$ cat config.mk
export PLATFORM = sky130hd
export DESIGN_NAME = pipelined_ks_subtractor
export DESIGN_NICKNAME = d
export VERILOG_FILES = /design/src/rtl/ks_pkg.sv /design/src/rtl/ks_prefix16.sv /design/src/rtl/pipelined_ks_subtractor.sv
export SDC_FILE = /design/constraint.sdc
export NUM_CORES = 1
export LEC_CHECK = 0
export BUFFER_PORTS_ARGS = -buffer_cell sky130_fd_sc_hd__buf_2
export CAP_MARGIN = 15
export CORE_MARGIN = 5
export CORE_UTILIZATION = 35
export CTS_BUF_LIST = sky130_fd_sc_hd__clkbuf_4 sky130_fd_sc_hd__clkbuf_8
export DETAILED_ROUTE_END_ITERATION = 7
export MAX_ROUTING_LAYER = met4
export PLACE_DENSITY = 0.58
export SYNTH_ARGS = -nofsm -noshare
export SYNTH_HDL_FRONTEND = slang
export SYNTH_HIERARCHICAL = 1
export SYNTH_SLANG_ARGS = --single-unit
$ cat constraint.sdc
create_clock -name clk -period 2.7 [get_ports clk]
set_input_delay 0.27 -clock clk [delete_from_list [all_inputs] [get_ports clk]]
set_output_delay 0.27 -clock clk [all_outputs]
set_load 0.005 [all_outputs]
$ cat src/rtl/ks_pkg.sv
// Shared widths and word types for the pipelined Kogge-Stone subtractor.
package ks_pkg;

    localparam int KS_N    = 32;
    localparam int KS_HALF = 16;

    typedef logic [KS_N:1]    word_t;
    typedef logic [KS_HALF:1] half_t;

endpackage

$ cat src/rtl/ks_prefix16.sv
// 16-bit Kogge-Stone adder slice with carry-in: four prefix levels of
// black cells (group generate + propagate) and gray cells (generate only,
// used once a position's carry is complete back to the carry-in).
module ks_prefix16
    import ks_pkg::*;
(
    input  half_t a,
    input  half_t b,
    input  logic  cin,
    output half_t sum,
    output logic  cout
);

    localparam int LEVELS = 4;

    half_t p_raw;
    half_t g_acc;
    half_t p_acc;
    half_t g_nxt;
    half_t p_nxt;
    half_t carry;

    // Prefix network; carry-in is folded into bit 1 so four levels span all 16 bits
    always_comb begin
        p_raw    = a ^ b;
        g_acc    = a & b;
        g_acc[1] = g_acc[1] | (p_raw[1] & cin);
        p_acc    = p_raw;
        for (int l = 0; l < LEVELS; l++) begin
            g_nxt = g_acc;
            p_nxt = '0;
            for (int i = 1; i <= KS_HALF; i++) begin
                if (i > (2 << l)) begin
                    g_nxt[i] = g_acc[i] | (p_acc[i] & g_acc[i - (1 << l)]);
                    p_nxt[i] = p_acc[i] & p_acc[i - (1 << l)];
                end else if (i > (1 << l)) begin
                    g_nxt[i] = g_acc[i] | (p_acc[i] & g_acc[i - (1 << l)]);
                end
            end
            g_acc = g_nxt;
            p_acc = p_nxt;
        end
        carry = {g_acc[KS_HALF-1:1], cin};
        sum   = p_raw ^ carry;
        cout  = g_acc[KS_HALF];
    end

endmodule

$ cat src/rtl/pipelined_ks_subtractor.sv
// Two-stage pipelined 32-bit subtractor D = A - B - Bin built as A + ~B + ~Bin.
// Stage 1 resolves the low half and the carry into bit 17; stage 2 the high half.
// Optional macro KS_SUB_OVERFLOW_EN adds the registered two's-complement overflow
// output V.
module pipelined_ks_subtractor
    import ks_pkg::*;
#(
    parameter int N = 32
) (
    input  logic       clk,
    input  logic       rst_n,
    input  logic       in_valid,
    output logic       in_ready,
    input  logic [N:1] A,
    input  logic [N:1] B,
    input  logic       Bin,
    output logic       out_valid,
    input  logic       out_ready,
    output logic [N:1] D,
    output logic       Bout
`ifdef KS_SUB_OVERFLOW_EN
    ,
    output logic       V
`endif
);

    if (N != KS_N) begin : g_bad_width
        $error("pipelined_ks_subtractor supports only N = 32");
    end

    half_t lo_sum;
    logic  lo_cout;
    half_t hi_sum;
    logic  hi_cout;
    half_t b_lo_n;
    logic  s2_load;

    half_t d_lo_d, d_lo_q;
    half_t a_hi_d, a_hi_q;
    half_t nb_hi_d, nb_hi_q;
    logic  c17_d, c17_q;
    logic  s1_valid_d, s1_valid_q;
    word_t d_d, d_q;
    logic  bout_d, bout_q;
    logic  s2_valid_d, s2_valid_q;
`ifdef KS_SUB_OVERFLOW_EN
    logic  v_d, v_q;
`endif

    assign b_lo_n = ~B[KS_HALF:1];

    ks_prefix16 u_prefix_lo (
        .a    (A[KS_HALF:1]),
        .b    (b_lo_n),
        .cin  (~Bin),
        .sum  (lo_sum),
        .cout (lo_cout)
    );

    ks_prefix16 u_prefix_hi (
        .a    (a_hi_q),
        .b    (nb_hi_q),
        .cin  (c17_q),
        .sum  (hi_sum),
        .cout (hi_cout)
    );

    // Handshake and next-state for both stages; stages hold unless they load
    always_comb begin
        s2_load    = !s2_valid_q || out_ready;
        in_ready   = !s1_valid_q || s2_load;

        s1_valid_d = s1_valid_q;
        d_lo_d     = d_lo_q;
        a_hi_d     = a_hi_q;
        nb_hi_d    = nb_hi_q;
        c17_d      = c17_q;
        s2_valid_d = s2_valid_q;
        d_d        = d_q;
        bout_d     = bout_q;
`ifdef KS_SUB_OVERFLOW_EN
        v_d        = v_q;
`endif

        if (in_ready) begin
            s1_valid_d = in_valid;
            if (in_valid) begin
                d_lo_d  = lo_sum;
                c17_d   = lo_cout;
                a_hi_d  = A[N:KS_HALF+1];
                nb_hi_d = ~B[N:KS_HALF+1];
            end
        end

        if (s2_load) begin
            s2_valid_d = s1_valid_q;
            if (s1_valid_q) begin
                d_d    = {hi_sum, d_lo_q};
                bout_d = ~hi_cout;
`ifdef KS_SUB_OVERFLOW_EN
                // Operand signs differ and the result sign disagrees with A
                v_d    = (a_hi_q[KS_HALF] == nb_hi_q[KS_HALF]) &&
                         (hi_sum[KS_HALF] != a_hi_q[KS_HALF]);
`endif
            end
        end
    end

    // Pipeline registers; reset empties both stages and clears the outputs
    always_ff @(posedge clk or negedge rst_n) begin
        if (!rst_n) begin
            s1_valid_q <= 1'b0;
            d_lo_q     <= '0;
            a_hi_q     <= '0;
            nb_hi_q    <= '0;
            c17_q      <= 1'b0;
            s2_valid_q <= 1'b0;
            d_q        <= '0;
            bout_q     <= 1'b0;
`ifdef KS_SUB_OVERFLOW_EN
            v_q        <= 1'b0;
`endif
        end else begin
            s1_valid_q <= s1_valid_d;
            d_lo_q     <= d_lo_d;
            a_hi_q     <= a_hi_d;
            nb_hi_q    <= nb_hi_d;
            c17_q      <= c17_d;
            s2_valid_q <= s2_valid_d;
            d_q        <= d_d;
            bout_q     <= bout_d;
`ifdef KS_SUB_OVERFLOW_EN
            v_q        <= v_d;
`endif
        end
    end

    assign out_valid = s2_valid_q;
    assign D         = d_q;
    assign Bout      = bout_q;
`ifdef KS_SUB_OVERFLOW_EN
    assign V         = v_q;
`endif

endmodule

==> flow_summary.yaml <==
power_and_ir_drop:
  intPower_mw: 3.02
  power_density_mw_per_mm2: 771
  swShare_pct: 32.0
  ir_drop_v: 0.000277
  power_frac_seq_pct: 41.8
  p_sw_mw: 1.42
  p_clk_share_pct: 22.2
  p_leak_nw: 2.80
  p_comb_share_pct: 36.0
sta:
  min_period_ns: 2.41
  finalSetupTns_ns: 0
  slew_headroom_pct: 50.2
  rsz0062_at_grt: "no"
  drv_slew: 0
  fin_crit_sh_pct: 89.1
  finalSetupViolCount: 0
  finClkSkew_ns: 0.0102
  worst_pin_slew_ns: 0.746
  fmax_ghz: 0.416
  hold_viol: 0
flow_run:
  cap_violations: 0
drt:
  drt_iter0_drc: 107
  drc: 0
  drtAntennaViolNets: 0
  wire_per_inst_um: 14.0
  routed_wl_um: 10000
  drt_first_pass_iters: 6
  avgViaCountPerCell: 4.76
  vias: 3396
placed_design:
  dpl.cell_count: 696
  gp_congestion: 0.783
  dp_hpwl_um: 7660
  port_buffers: 103
synth:
  synthCells: 426
  synth_fp_nets: 529
  ys_ff_latch: 84
  synth-xor-area-share_pct: 4.70
  syn_avg_cell_area_um2: 11.4
  synthAdderAreaFrac_pct: 9.40
  ys_seq_area_share_pct: 43.4
  synth_compound_area_share_pct: 12.4
  netlist_area_mm2: 0.00484
  synth_top_family_by_area: "multiplexers"
  ys_types: 40
  synth-simple-area-share_pct: 5.55
  ys_warn_count: 6
  muxShareOfSynthArea_pct: 18.8
finish:
  finish.utilization_pct: 42.0
  area_delta_synth_final_pct: 18.9
  stdcell_count: 714
  multi_input_area_mm2: 0.00246
  final-seq-area_mm2: 0.00210
  drive_gt1_share_pct: 38.0
  fillers: 1376
  insertedDiodeCount: 0
  final_net_count: 632
clock_tree:
  cts_max_path_buffers: 2
  cts_sinks: 84
  numCtsBuffers: 9
  cts_htree_levels: 3
  path_clk_slew_ns: 0.09
  cts_root_buf: "clkbuf_8"
  clk_latency_ns: 0.37
  post_cts_buffers: 0
  cts_tree: "built"
global_routing:
  grt_max_degree: 85
  met2_usage_pct: 20.8
  met1_usage_pct: 16.1
  antenna_found_initial: 0
  first_global_vias: 3436
  gr-usage-met3_pct: 2.51
  top_usage_layer: "met2"
  overflow: 0
  grt_use_total_pct: 13.0
  grt_pass1_wl_um: 16500
die:
  die_h_um: 128
  io_pins: 104
  core_area_mm2: 0.0137
  die-area_mm2: 0.0163
  initial_utilization_pct: 35.3
  rows: 43
  dieWidth_um: 128
setup_path:
  critPathLaunchType: "register"
  crit_path_end_kind: "register"
  crit_fanout: 3
  path_class: "reg2reg"
  required_ns: 2.95
  crit_arrival_ns: 2.66
min_path:
  min_path_type: "in2reg"
run_status:
  outcome: "finished clean"
## worst paths after layout
kind | startpoint | end | slack [ns] | cells after the start
worst max-delay path | a_hi_q[0]$_DFFE_PN0P_ | D[29]$_DFFE_PN0P_ | 0.29 | 9
worst max register to register | a_hi_q[0]$_DFFE_PN0P_ | D[29]$_DFFE_PN0P_ | 0.29 | 9
worst min register to register | d_lo_q[11]$_DFFE_PN0P_ | d_lo_q[11]$_DFFE_PN0P_ | 0.50 | 1
max in group asynchronous | rst_n | D[19]$_DFFE_PN0P_ | 1.72 | 3
min in group asynchronous | rst_n | nb_hi_q[8]$_DFFE_PN0P_ | 0.37 | 2
worst min-delay path | B[21] | nb_hi_q[4]$_DFFE_PN0P_ | 0.06 | 2
## per-stage QoR
stage | cell area (um2) | hold WS (ns) | total power, mW | setup slack [ns]
detailed placement | 5500 | 0.449 | 3.50 | 0.268
CTS | 5720 | 0.0304 | 4.51 | 0.268
global placement | 5500 | 0.446 | 3.46 | 0.309
floorplan | 4840 | -0.0256 | 2.92 | 0.537
finish | 5760 | 0.0615 | 4.44 | 0.295
global route | 5760 | 0.0424 | 4.75 | 0.157
## cell families after synthesis
group	after synthesis
AOI/OAI and AO/OA	86
DFF	84
buffers and inverters	61
muxes	81
and+or+nand+nor	54
adders and majority gates	34
xor gates and xnor gates	26
## state kept, by name, summed over array words and instances, names as in the netlist
| name | flops |
|---|---|
| s1_valid_q | 1 |
| d_lo_q | 16 |
| c17_q | 1 |
| Bout | 1 |
| out_valid | 1 |
| a_hi_q | 16 |
| nb_hi_q | 16 |
| D | 32 |
## metal layers
metal | routed length [um] | share of wire, %
met5 | 0 | 0
met4 | 160 | 1.6
met3 | 581 | 5.8
met2 | 4830 | 48
met1 | 4420 | 44
## power by group through the flow
stage          Combinational, mW  Sequential (mW)  Clock [mW]
2_1_floorplan               1.07             1.84           0
3_3_place_gp                1.58             1.88           0
3_5_place_dp                1.61             1.89           0
4_1_cts                     1.62             1.86        1.03
5_1_grt                     1.78             1.90        1.07
6_report                    1.60             1.86       0.988
## area by class of cell
type | count | share of cell area, %
flip-flops and latches | 84 | 36.5
repair buffers | 106 | 9.99
well taps | 180 | 3.91
clock inverters | 6 | 1.52
multi-input cells | 281 | 42.7
clock buffers | 10 | 2.28
inverters | 47 | 3.06
## layout by cell type, fill, tap and decap left out, types with 3 or more instances in the layout
cell type | synthesis | routed
buf_2 | 0 | 102
dfrtp_1 | 84 | 84
mux2_2 | 60 | 60
inv_1 | 47 | 47
ha_1 | 30 | 30
a21oi_1 | 25 | 25
nand2_1 | 18 | 18
xnor2_1 | 18 | 18
mux2i_1 | 16 | 16
nor2_1 | 16 | 16
o21ai_0 | 10 | 10
a31oi_1 | 9 | 9
clkbuf_8 | 0 | 9
xor2_1 | 8 | 8
a21o_1 | 6 | 6
o21bai_1 | 6 | 6
o21a_1 | 6 | 6
mux2_4 | 5 | 5
nor3_1 | 4 | 4
nand4_1 | 4 | 4
a211oi_1 | 4 | 4
o21ai_1 | 4 | 4
fa_1 | 4 | 4
nand2b_1 | 3 | 3
## critical path, stage by stage (launching register included)
cell and delay, ns:
dfrtp_1 0.38, fa_1 0.24, inv_1 0.07, fa_1 0.41, nor2b_2 0.17, o211ai_2 0.12, a31oi_1 0.33, a21oi_1 0.17
xnor2_1 0.15, mux2_2 0.25
## timing repair
action	4_1_cts	5_1_grt
gates resized for setup	0	0
setup endpoints to repair	0	0
hold endpoints to repair	0	28
hold buffers	0	1
## cells in the mapped netlist (all sizes together)
cell type  number  area share (%)
o211ai          4            0.83
a31oi           9             1.2
a211oi          4            0.62
mux2           65              15
nand2b          3            0.39
a21oi          25             2.6
dfrtp          84              43
o21ai          16             1.8
o21a            6            0.93
buf             8             1.7
nand4           4            0.52
mux2i          16             3.3
a21boi          2            0.46
nor3            4            0.41
o31ai           4            0.83
nand3b          1            0.41
xor2            8             1.4
nor2           16             1.2
fa              4             1.7
nand3           2            0.21
clkbuf          6            0.46
o21bai          6            0.93
o41ai           2            0.67
a21o            6            0.93
xnor2          18             3.3
a311oi          2            0.62
ha             30             7.7
inv            47             3.6
nor2b           2            0.36
nand2          20             1.8
and2            2            0.26
Power figures use the tool's default switching activity.
